File: src/rtl/mem_bus_arbiter.sv
// Shares a synchronous-read memory between the CPU and one DMA requester,
// decodes the single I/O port address, and stalls the CPU while DMA owns the bus.
module mem_bus_arbiter #(
    parameter int          DMA_BURST_MAX = 4,
    parameter logic [15:0] IO_ADDR       = 16'hbffc
) (
    input  logic        clk,
    input  logic        reset,
    input  logic [15:0] cpu_address_next,
    input  logic        cpu_write_next,
    input  logic [7:0]  cpu_data_o_next,
    output logic [7:0]  cpu_data_i,
    output logic        cpu_ready,
    input  logic        dma_req,
    input  logic        dma_write,
    input  logic [15:0] dma_addr,
    input  logic [7:0]  dma_wdata,
    output logic        dma_ack,
    output logic [7:0]  dma_rdata,
    output logic        dma_rvalid,
    output logic        io_we,
    output logic [7:0]  io_wdata,
    input  logic [7:0]  io_rdata,
    output logic        mem_we,
    output logic [15:0] mem_addr,
    output logic [7:0]  mem_di,
    input  logic [7:0]  mem_do
);

    typedef enum logic {
        OWN_CPU = 1'b0,
        OWN_DMA = 1'b1
    } owner_e;

    typedef enum logic [1:0] {
        SEL_HOLD = 2'd0,
        SEL_MEM  = 2'd1,
        SEL_IO   = 2'd2
    } sel_e;

    localparam logic [3:0] BURST_LAST = 4'(DMA_BURST_MAX - 1);

    owner_e      owner_q, owner_d;
    logic [3:0]  burst_cnt_q, burst_cnt_d;
    sel_e        sel_q, sel_d;
    logic [7:0]  hold_q, hold_d;
    logic [7:0]  io_rdata_q;
    logic        dma_rvalid_q, dma_rvalid_d;
    logic        cpu_is_io_s;

    assign cpu_is_io_s = (cpu_address_next == IO_ADDR);
    assign io_wdata    = cpu_data_o_next;
    assign dma_rdata   = mem_do;
    assign dma_rvalid  = dma_rvalid_q;

    // Bus mux: memory and I/O strobes follow the current owner; reset forces everything quiet.
    always_comb begin
        mem_addr  = cpu_address_next;
        mem_di    = cpu_data_o_next;
        mem_we    = 1'b0;
        io_we     = 1'b0;
        dma_ack   = 1'b0;
        cpu_ready = 1'b1;
        if (reset) begin
            mem_we = 1'b0;
        end else begin
            case (owner_q)
                OWN_DMA: begin
                    mem_addr  = dma_addr;
                    mem_di    = dma_wdata;
                    dma_ack   = dma_req;
                    mem_we    = dma_req & dma_write;
                    cpu_ready = 1'b0;
                end
                OWN_CPU: begin
                    if (cpu_is_io_s) begin
                        io_we = cpu_write_next;
                    end else begin
                        mem_we = cpu_write_next;
                    end
                end
                default: begin
                    cpu_ready = 1'b1;
                end
            endcase
        end
    end

    // CPU read-data source selected by what the previous cycle did.
    always_comb begin
        cpu_data_i = 8'h00;
        if (reset) begin
            cpu_data_i = 8'h00;
        end else begin
            case (sel_q)
                SEL_MEM:  cpu_data_i = mem_do;
                SEL_IO:   cpu_data_i = io_rdata_q;
                default:  cpu_data_i = hold_q;
            endcase
        end
    end

    // Ownership, burst accounting and read-path bookkeeping for the next cycle.
    always_comb begin
        owner_d      = owner_q;
        burst_cnt_d  = burst_cnt_q;
        sel_d        = SEL_HOLD;
        dma_rvalid_d = 1'b0;
        hold_d       = (sel_q != SEL_HOLD) ? cpu_data_i : hold_q;
        case (owner_q)
            OWN_CPU: begin
                sel_d = cpu_is_io_s ? SEL_IO : SEL_MEM;
                if (dma_req) begin
                    owner_d     = OWN_DMA;
                    burst_cnt_d = 4'd0;
                end else begin
                    owner_d = OWN_CPU;
                end
            end
            OWN_DMA: begin
                dma_rvalid_d = dma_req & ~dma_write;
                // The tenure ends on a dropped request or after the last allowed ack.
                if (!dma_req) begin
                    owner_d = OWN_CPU;
                end else if (burst_cnt_q == BURST_LAST) begin
                    owner_d = OWN_CPU;
                end else begin
                    burst_cnt_d = burst_cnt_q + 4'd1;
                end
            end
            default: begin
                owner_d = OWN_CPU;
            end
        endcase
    end

    // State registers; reset abandons any tenure in progress.
    always_ff @(posedge clk or posedge reset) begin
        if (reset) begin
            owner_q      <= OWN_CPU;
            burst_cnt_q  <= 4'd0;
            sel_q        <= SEL_HOLD;
            hold_q       <= 8'h00;
            io_rdata_q   <= 8'h00;
            dma_rvalid_q <= 1'b0;
        end else begin
            owner_q      <= owner_d;
            burst_cnt_q  <= burst_cnt_d;
            sel_q        <= sel_d;
            hold_q       <= hold_d;
            io_rdata_q   <= io_rdata;
            dma_rvalid_q <= dma_rvalid_d;
        end
    end

endmodule

File: config.mk
export PLATFORM = sky130hd
export DESIGN_NAME = mem_bus_arbiter
export DESIGN_NICKNAME = d
export VERILOG_FILES = /design/src/rtl/mem_bus_arbiter.sv
export SDC_FILE = /design/constraint.sdc
export NUM_CORES = 1
export LEC_CHECK = 0
export CORE_MARGIN = 2
export CORE_UTILIZATION = 36
export DETAILED_ROUTE_END_ITERATION = 6
export PLACE_DENSITY = 0.87
export SKIP_LAST_GASP = 1
export SYNTH_ARGS = -nofsm -noshare
export SYNTH_HDL_FRONTEND = slang
export SYNTH_SLANG_ARGS = --single-unit
File: constraint.sdc
create_clock -name clk -period 6 [get_ports clk]
set_clock_uncertainty 0.15 [all_clocks]
set_input_delay 1.2 -clock clk [delete_from_list [all_inputs] [get_ports clk]]
set_output_delay 1.2 -clock clk [all_outputs]
set_load 0.005 [all_outputs]
==> results_tabular.tex, run 1 <==
\begin{tabular}{lr}
\hline
Metric & Value \\
\hline
\multicolumn{2}{l}{\textbf{Route}} \\
Remaining DRCs & 0 \\
Routed wire length & 4.672 mm \\
Per-cell routed wire length & 15.95 um \\
Mean number of vias per cell & 5.068 \\
Number of iterations in the first detailed-routing pass & 4 \\
Post-route ant nets & 0 \\
Number of vias in the routed layout & 1485 \\
First DRT Iteration DRCs & 37 \\
\multicolumn{2}{l}{\textbf{Timing}} \\
Transition time at the pin with the least slew margin & 0.6065 ns \\
RSZ-0062 raised after global routing & false \\
Max\_slew headroom & 59.49\% \\
Tightest hold margin & 0.3434 ns \\
Setup Total Neg Slack & 0 ns \\
Fin worst setup slack & 1.498 ns \\
Post-layout minimum cycle time & 4.502 ns \\
Number of setup violations in the final report & 0 \\
Final max-slew violation count & 0 \\
Part of the cycle the worst path needs & 75.03\% \\
Fmax & 0.2221 GHz \\
Count of endpoints failing hold in the final timing report & 0 \\
\multicolumn{2}{l}{\textbf{Job}} \\
Number of max-cap violations & 0 \\
\multicolumn{2}{l}{\textbf{Worst setup path}} \\
Data arrival, critical path & 3.15 ns \\
Series of cell instances along the critical path & clkdlybuf4s50\_1 > nor2b\_2 > buf\_4 > mux2\_2 > clkdlybuf4s50\_1 \\
Reg2Reg Capture Point & hold\_q[1] \\
Start-to-end type of the worst setup path & input port to output pin \\
Startpoint of the worst register-to-register path & sel\_q[0] \\
Nature of the critical path startpoint & input port \\
Combined buffer and inverter count along the critical path & 3 \\
Critical path's largest stage delay & 0.60 ns \\
Cell mode on critical path & sky130\_fd\_sc\_hd\_\_clkdlybuf4s50\_1 \\
Endpoint class of the critical path & output pin \\
Family with the most delay on the worst path & buffers and inverters \\
Highest fanout seen on the critical path & 26 \\
Critical path required time & 4.65 ns \\
Slowest stage cell, crit path & sky130\_fd\_sc\_hd\_\_clkdlybuf4s50\_1 \\
Setup slack on the worst flop-to-flop path & 3.96 ns \\
Cell depth of the worst flop-to-flop path & 4 \\
\multicolumn{2}{l}{\textbf{Cells and area}} \\
Layout net count & 318 \\
Signed area change from the synthesized netlist to the final layout & 75.86\% \\
Proportion of layout cells with a drive suffix above 1 & 14.40\% \\
Filler cells & 323 \\
Total inserted antenna cells & 0 \\
\multicolumn{2}{l}{\textbf{Clock tree}} \\
Clock Tree Root & sky130\_fd\_sc\_hd\_\_clkbuf\_8 \\
Setup bufs post-CTS & 0 \\
Maximum level of the CTS H-tree & 1 \\
Clock-pin slew reported for the worst setup and hold paths after clock tree synthesis & 0.07 ns \\
Worst-skew pair later-pin latency & 0.26 ns \\
Clock Sinks & 24 \\
TritonCTS clock tree & yes \\
Post-cts sizing count & 0 \\
Max Buffers Root-to-Sink & 2 \\
Cts bufs inserted & 3 \\
Post-CTS Hold Fix Bufs & 0 \\
\multicolumn{2}{l}{\textbf{Outcome}} \\
Run status & complete, no violations \\
\multicolumn{2}{l}{\textbf{Floorplanning}} \\
Die area & 4799 sq um \\
Boundary pin count & 122 \\
Core Box Area & 4058 sq um \\
Effective utilization at floorplan & 37.80\% \\
Die Height & 69.28 um \\
Core Rows & 23 \\
Horizontal die dimension & 69.28 um \\
\multicolumn{2}{l}{\textbf{Synthesis}} \\
Yosys top cell by area & sky130\_fd\_sc\_hd\_\_dfrtp\_1 \\
Gate Count Post-Synth & 143 \\
Sequential-to-total area share from yosys stat & 39.15\% \\
Synthesized flop and latch total & 24 \\
Cell area after synthesis & 1534 sq um \\
Top cells by area in the synthesized netlist & sky130\_fd\_sc\_hd\_\_dfrtp\_1 (39\%), sky130\_fd\_sc\_hd\_\_mux2\_2 (18\%), sky130\_fd\_sc\_hd\_\_buf\_4 (8.8\%) \\
Mapped Avg Cell Area & 10.73 sq um \\
Synthesis warning total & 0 \\
Count of unique library cells instantiated by Yosys & 28 \\
Syn nets & 216 \\
Portion of synthesized cell area occupied by the leading cell type & 39.15\% \\
\multicolumn{2}{l}{\textbf{Hold path}} \\
Worst Hold End & hold\_q[7] \\
Min-delay worst type & flip-flop to flip-flop \\
Min-Delay Path Depth & 1 \\
Hold path start & hold\_q[7] \\
\multicolumn{2}{l}{\textbf{Place}} \\
Weighted congestion reported at the end of routability-driven placement & 0.7764 \\
Input/output buffers & 121 \\
Detail Placement HPWL & 3.919 mm \\
Post-Place Worst Slack & 1.493 ns \\
\multicolumn{2}{l}{\textbf{Global routing}} \\
All-Layer GR Usage & 19.51\% \\
Largest net degree at the start of global routing & 27 \\
Vias in the first global route & 1597 \\
Total overflow reported by the global router & 0 \\
Number of antenna violations at the first check in global routing & 0 \\
Global-route wire length before repair & 7.548 mm \\
\multicolumn{2}{l}{\textbf{Power and ir drop}} \\
Leakage & 1.105 nW \\
Pwr dens & 161.9 nW/um\^{}2 \\
Pwr Total & 0.4366 mW \\
Maximum vdd drop & 0.1131 mV \\
\hline
\end{tabular}
[metrics by stage]
stage / cell area (sq um) / instances / utilization (%)
detailed placement: 2656 / 290 / 65.46
CTS: 2698 / 293 / 66.48
global placement: 2656 / 290 / 65.46
floorplan: 1534 / 143 / -
finish: 2698 / 293 / 66.48
global route: 2698 / 293 / 66.48
[logic make-up (layout without fill, tap and decap cells)]
logic type | Yosys count | in the layout | share of synthesized area [%]
buffers and inverters | 32 | 132 | 12.48
flip-flops | 24 | 24 | 39.15
adder cells (fa/ha/maj) | 4 | 4 | 3.263
AO/OA/AOI/OAI | 39 | 39 | 18.60
multiplexers | 25 | 25 | 18.35
AND/OR/NAND/NOR | 19 | 19 | 8.157
[Yosys cell counts]
library cell                 n
sky130_fd_sc_hd__a22oi_1     8
sky130_fd_sc_hd__and3_1      2
sky130_fd_sc_hd__nor2_1      4
sky130_fd_sc_hd__inv_1       6
sky130_fd_sc_hd__clkbuf_1    5
sky130_fd_sc_hd__o22a_1      8
sky130_fd_sc_hd__nand2_1     1
sky130_fd_sc_hd__nand3b_1    1
sky130_fd_sc_hd__nor3b_1     1
sky130_fd_sc_hd__a21oi_1     8
sky130_fd_sc_hd__nor2b_1     2
sky130_fd_sc_hd__mux2_2     25
sky130_fd_sc_hd__buf_2       3
sky130_fd_sc_hd__and2_2      1
sky130_fd_sc_hd__nand4b_1    1
sky130_fd_sc_hd__a22o_1      3
sky130_fd_sc_hd__and2_1      1
sky130_fd_sc_hd__nand4_1     2
sky130_fd_sc_hd__and2b_2     1
sky130_fd_sc_hd__o21ai_0     2
sky130_fd_sc_hd__ha_1        4
sky130_fd_sc_hd__buf_4      18
sky130_fd_sc_hd__o2bb2ai_1   1
sky130_fd_sc_hd__dfrtp_1    24
sky130_fd_sc_hd__or4_4       1
sky130_fd_sc_hd__nand4bb_1   1
sky130_fd_sc_hd__o21a_1      8
sky130_fd_sc_hd__a21bo_2     1
[metal layers]
metal	routed length (um)	global-route usage, %	vias up
li1	-	-	714
met1	1764	20.79	695
met2	2459	35.68	68
met3	370	7.558	8
met4	78	5.229	0
met5	0	0	-
[power by group]
group	internal (mW)	switching (mW)	total (mW)
Clock	0.0448	0.0462	0.0910
Sequential	0.176	0.00810	0.184
Combinational	0.110	0.0512	0.162
Total	0.331	0.106	0.437
[worst register-to-register path, delay by kind of cell, from the launching register on]
kind | cells | cell delay, ns
DFF | 1 | 0.35
adders and majority gates | 1 | 0.60
and+or+nand+nor | 1 | 0.58
buffers and inverters | 1 | 0.07
AOI/OAI and AO/OA | 1 | 0.25
[worst max path at each step]
| stage | endpoint | slack [ns] | start | depth (start not counted) |
|---|---|---|---|---|
| final | mem_addr[15] | 1.50 | reset | 5 |
| after global placement | io_we | 1.50 | cpu_address_next[0] | 5 |
| after detailed placement | mem_addr[15] | 1.49 | reset | 5 |
| after global routing | mem_we | 1.40 | reset | 6 |
| after floorplan | mem_we | 2.35 | reset | 4 |
| after CTS | mem_addr[15] | 1.48 | reset | 5 |
[area by class of cell]
type,count,area (sq um),share of cell area [%]
clock buffer,3,41.29,1.531
inverter,6,22.52,0.8349
multi-input combinational,87,744.5,27.60
sequential,24,600.6,22.26
tap,50,62.56,2.319
timing repair buffer,123,1226,45.45
[state kept, by name, indices dropped and copies added (netlist names)]
register / cells
dma_rvalid: 1
hold_q: 8
io_rdata_q: 8
owner_q: 1
burst_cnt_q: 4
sel_q: 2
[placed cells by master (no fill, tap or decap)]
cell type | synthesis | layout
sky130_fd_sc_hd__mux2_2 | 25 | 25
sky130_fd_sc_hd__o2bb2ai_1 | 1 | 1
sky130_fd_sc_hd__nand4_1 | 2 | 2
sky130_fd_sc_hd__nor2b_2 | 0 | 1
sky130_fd_sc_hd__nor2_1 | 4 | 4
sky130_fd_sc_hd__a22o_1 | 3 | 3
sky130_fd_sc_hd__o21a_1 | 8 | 8
sky130_fd_sc_hd__and2b_2 | 1 | 1
sky130_fd_sc_hd__nand4bb_1 | 1 | 1
sky130_fd_sc_hd__nand2_1 | 1 | 1
sky130_fd_sc_hd__nand4b_1 | 1 | 1
sky130_fd_sc_hd__nor2b_1 | 2 | 1
sky130_fd_sc_hd__or4_4 | 1 | 1
sky130_fd_sc_hd__nand3b_1 | 1 | 1
sky130_fd_sc_hd__and3_1 | 2 | 2
sky130_fd_sc_hd__clkbuf_8 | 0 | 3
sky130_fd_sc_hd__a21bo_2 | 1 | 1
sky130_fd_sc_hd__clkdlybuf4s50_1 | 0 | 121
sky130_fd_sc_hd__a22oi_1 | 8 | 8
sky130_fd_sc_hd__a21oi_1 | 8 | 8
sky130_fd_sc_hd__o22a_1 | 8 | 8
sky130_fd_sc_hd__nor3b_1 | 1 | 1
sky130_fd_sc_hd__buf_4 | 18 | 2
sky130_fd_sc_hd__and2_2 | 1 | 1
sky130_fd_sc_hd__inv_1 | 6 | 6
sky130_fd_sc_hd__o21ai_0 | 2 | 2
sky130_fd_sc_hd__and2_1 | 1 | 1
sky130_fd_sc_hd__dfrtp_1 | 24 | 24
sky130_fd_sc_hd__ha_1 | 4 | 4
No activity file was read; power rests on OpenSTA's default activity.
==> inputs of run 2 (changes only) <==
--- a/config.mk
+++ b/config.mk
@@ -6,9 +6,9 @@
 export NUM_CORES = 1
 export LEC_CHECK = 0
 export CORE_MARGIN = 2
-export CORE_UTILIZATION = 36
+export CORE_UTILIZATION = 33
 export DETAILED_ROUTE_END_ITERATION = 6
-export PLACE_DENSITY = 0.87
+export PLACE_DENSITY = 0.81
 export SKIP_LAST_GASP = 1
 export SYNTH_ARGS = -nofsm -noshare
 export SYNTH_HDL_FRONTEND = slang
==> constraint.sdc (replaced) <==
create_clock -name clk -period 4.15 [get_ports clk]
set_clock_uncertainty 0.15 [all_clocks]
set_input_delay 0.83 -clock clk [delete_from_list [all_inputs] [get_ports clk]]
set_output_delay 0.83 -clock clk [all_outputs]
set_load 0.005 [all_outputs]
==> results_tabular.tex, run 2 (synthesized netlist as in run 1, its figures left out) <==
\begin{tabular}{lr}
\hline
Metric & Value \\
\hline
\multicolumn{2}{l}{\textbf{Timing}} \\
Transition time at the pin with the least slew margin & 0.5679 ns \\
RSZ-0062 raised after global routing & false \\
Setup Total Neg Slack & 0 ns \\
Max\_slew headroom & 62.06\% \\
Number of setup violations in the final report & 0 \\
Count of endpoints failing hold in the final timing report & 0 \\
Post-layout minimum cycle time & 3.775 ns \\
Part of the cycle the worst path needs & 90.97\% \\
Fmax & 0.2649 GHz \\
Final max-slew violation count & 0 \\
\multicolumn{2}{l}{\textbf{Floorplanning}} \\
Horizontal die dimension & 72.18 um \\
Core Rows & 24 \\
Die Height & 72.18 um \\
Core Box Area & 4414 sq um \\
Die area & 5210 sq um \\
Boundary pin count & 122 \\
Effective utilization at floorplan & 34.75\% \\
\multicolumn{2}{l}{\textbf{Cells and area}} \\
Layout net count & 319 \\
Proportion of layout cells with a drive suffix above 1 & 15.10\% \\
Final cell count without fillers & 297 \\
Most common cell after layout, fill and taps aside & sky130\_fd\_sc\_hd\_\_clkdlybuf4s50\_1 \\
Total inserted antenna cells & 0 \\
Filler cells & 396 \\
Post-Layout Inst Area & 2734 sq um \\
Signed area change from the synthesized netlist to the final layout & 78.22\% \\
Top library cells by usage in the layout, fill and taps aside & sky130\_fd\_sc\_hd\_\_clkdlybuf4s50\_1 (121), sky130\_fd\_sc\_hd\_\_mux2\_2 (25), sky130\_fd\_sc\_hd\_\_dfrtp\_1 (24) \\
Top Registers & hold\_q x8, io\_rdata\_q x8, burst\_cnt\_q x4 \\
\multicolumn{2}{l}{\textbf{Hold path}} \\
Hold path start & hold\_q[2] \\
Min-delay worst type & flip-flop to flip-flop \\
\multicolumn{2}{l}{\textbf{Clock tree}} \\
Clock Tree Root & sky130\_fd\_sc\_hd\_\_clkbuf\_8 \\
Post-CTS Hold Fix Bufs & 0 \\
Maximum level of the CTS H-tree & 1 \\
Max Buffers Root-to-Sink & 2 \\
Clock Sinks & 24 \\
Cts bufs inserted & 3 \\
Worst-skew pair later-pin latency & 0.26 ns \\
Clock-pin slew reported for the worst setup and hold paths after clock tree synthesis & 0.08 ns \\
Post-cts sizing count & 0 \\
Setup bufs post-CTS & 0 \\
TritonCTS clock tree & yes \\
\multicolumn{2}{l}{\textbf{Worst setup path}} \\
Series of cell instances along the critical path & clkdlybuf4s50\_1 > nand4bb\_1 > or4\_4 > and2b\_2 > clkdlybuf4s50\_1 \\
Highest fanout seen on the critical path & 4 \\
Cell mode on critical path & sky130\_fd\_sc\_hd\_\_clkdlybuf4s50\_1 \\
Critical path's largest stage delay & 0.57 ns \\
Startpoint of the worst register-to-register path & sel\_q[0] \\
Worst setup startpoint & cpu\_address\_next[1] \\
Data arrival, critical path & 2.80 ns \\
Start-to-end type of the worst setup path & input port to output pin \\
Nature of the critical path startpoint & input port \\
Critical path required time & 3.17 ns \\
Slowest stage cell, crit path & sky130\_fd\_sc\_hd\_\_or4\_4 \\
Endpoint class of the critical path & output pin \\
\multicolumn{2}{l}{\textbf{Place}} \\
Placed cell count & 293 \\
Weighted congestion reported at the end of routability-driven placement & 0.7330 \\
Placed standard-cell area & 2679 sq um \\
Input/output buffers & 121 \\
Detail Placement HPWL & 3.721 mm \\
\multicolumn{2}{l}{\textbf{Global routing}} \\
Largest net degree at the start of global routing & 27 \\
Number of antenna violations at the first check in global routing & 0 \\
All-Layer GR Usage & 17.80\% \\
Vias in the first global route & 1581 \\
Total overflow reported by the global router & 0 \\
Global-route wire length before repair & 7.279 mm \\
\multicolumn{2}{l}{\textbf{Route}} \\
Remaining DRCs & 0 \\
Per-cell routed wire length & 15.42 um \\
Number of vias in the routed layout & 1491 \\
First DRT Iteration DRCs & 61 \\
Routed wire length & 4.579 mm \\
Number of iterations in the first detailed-routing pass & 4 \\
Mean number of vias per cell & 5.020 \\
Post-route ant nets & 0 \\
\multicolumn{2}{l}{\textbf{Job}} \\
Number of max-cap violations & 0 \\
\multicolumn{2}{l}{\textbf{Power and ir drop}} \\
Maximum vdd drop & 0.1427 mV \\
Leakage & 1.121 nW \\
Pwr dens & 240.6 nW/um\^{}2 \\
\multicolumn{2}{l}{\textbf{Outcome}} \\
Run status & complete, no violations \\
\hline
\end{tabular}
[run 2: stage by stage]
step / util, % / power, mW / hold slack, ns / worst slack (ns)
2_1_floorplan: - / 0.3634 / 0.3051 / 1.235
3_3_place_gp: 60.69 / 0.5047 / 0.3213 / 0.3901
3_5_place_dp: 60.69 / 0.5088 / 0.3291 / 0.3691
4_1_cts: 61.93 / 0.6668 / 0.3483 / 0.3619
5_1_grt: 61.93 / 0.6973 / 0.3742 / 0.3323
6_report: 61.93 / 0.6577 / 0.3477 / 0.3747
[run 2: path summary, 6_finish.rpt]
kind                                 end  slack (ns)  cells past startpoint
max                                io_we        0.37                      5
min                            hold_q[2]        0.35                      1
max reg2reg                    hold_q[3]        2.14                      4
min reg2reg                    hold_q[2]        0.35                      1
max in group asynchronous  io_rdata_q[5]        2.60                      4
min in group asynchronous       sel_q[0]        1.01                      4
[run 2: critical path: cells and delay by family]
family | cells | cell delay (ns)
simple gates | 3 | 1.01
buf+inv | 2 | 0.94
[run 2: final cells by class]
cell class                 count  area, sq um  share of cell area [%]
timing repair buffer         124         1246                   45.58
multi-input combinational     87        744.5                   27.23
sequential                    24        600.6                   21.97
tap                           52        65.06                   2.380
clock buffer                   4        55.05                   2.014
inverter                       6        22.52                  0.8238
[run 2: power breakdown]
group | total, mW | internal (mW) | switching [mW]
clock | 0.155 | 0.0846 | 0.0704
combinational | 0.237 | 0.162 | 0.0752
sequential | 0.265 | 0.254 | 0.0112
[run 2: routing by layer]
layer | GRT usage [%] | part of all wire [%] | vias up | wire, um
li1 | - | - | 707 | -
met1 | 20.74 | 38 | 697 | 1743
met2 | 32.21 | 51 | 83 | 2321
met3 | 6.111 | 11 | 4 | 490
met4 | 2.516 | 0.50 | 0 | 23
met5 | 0 | 0 | - | 0
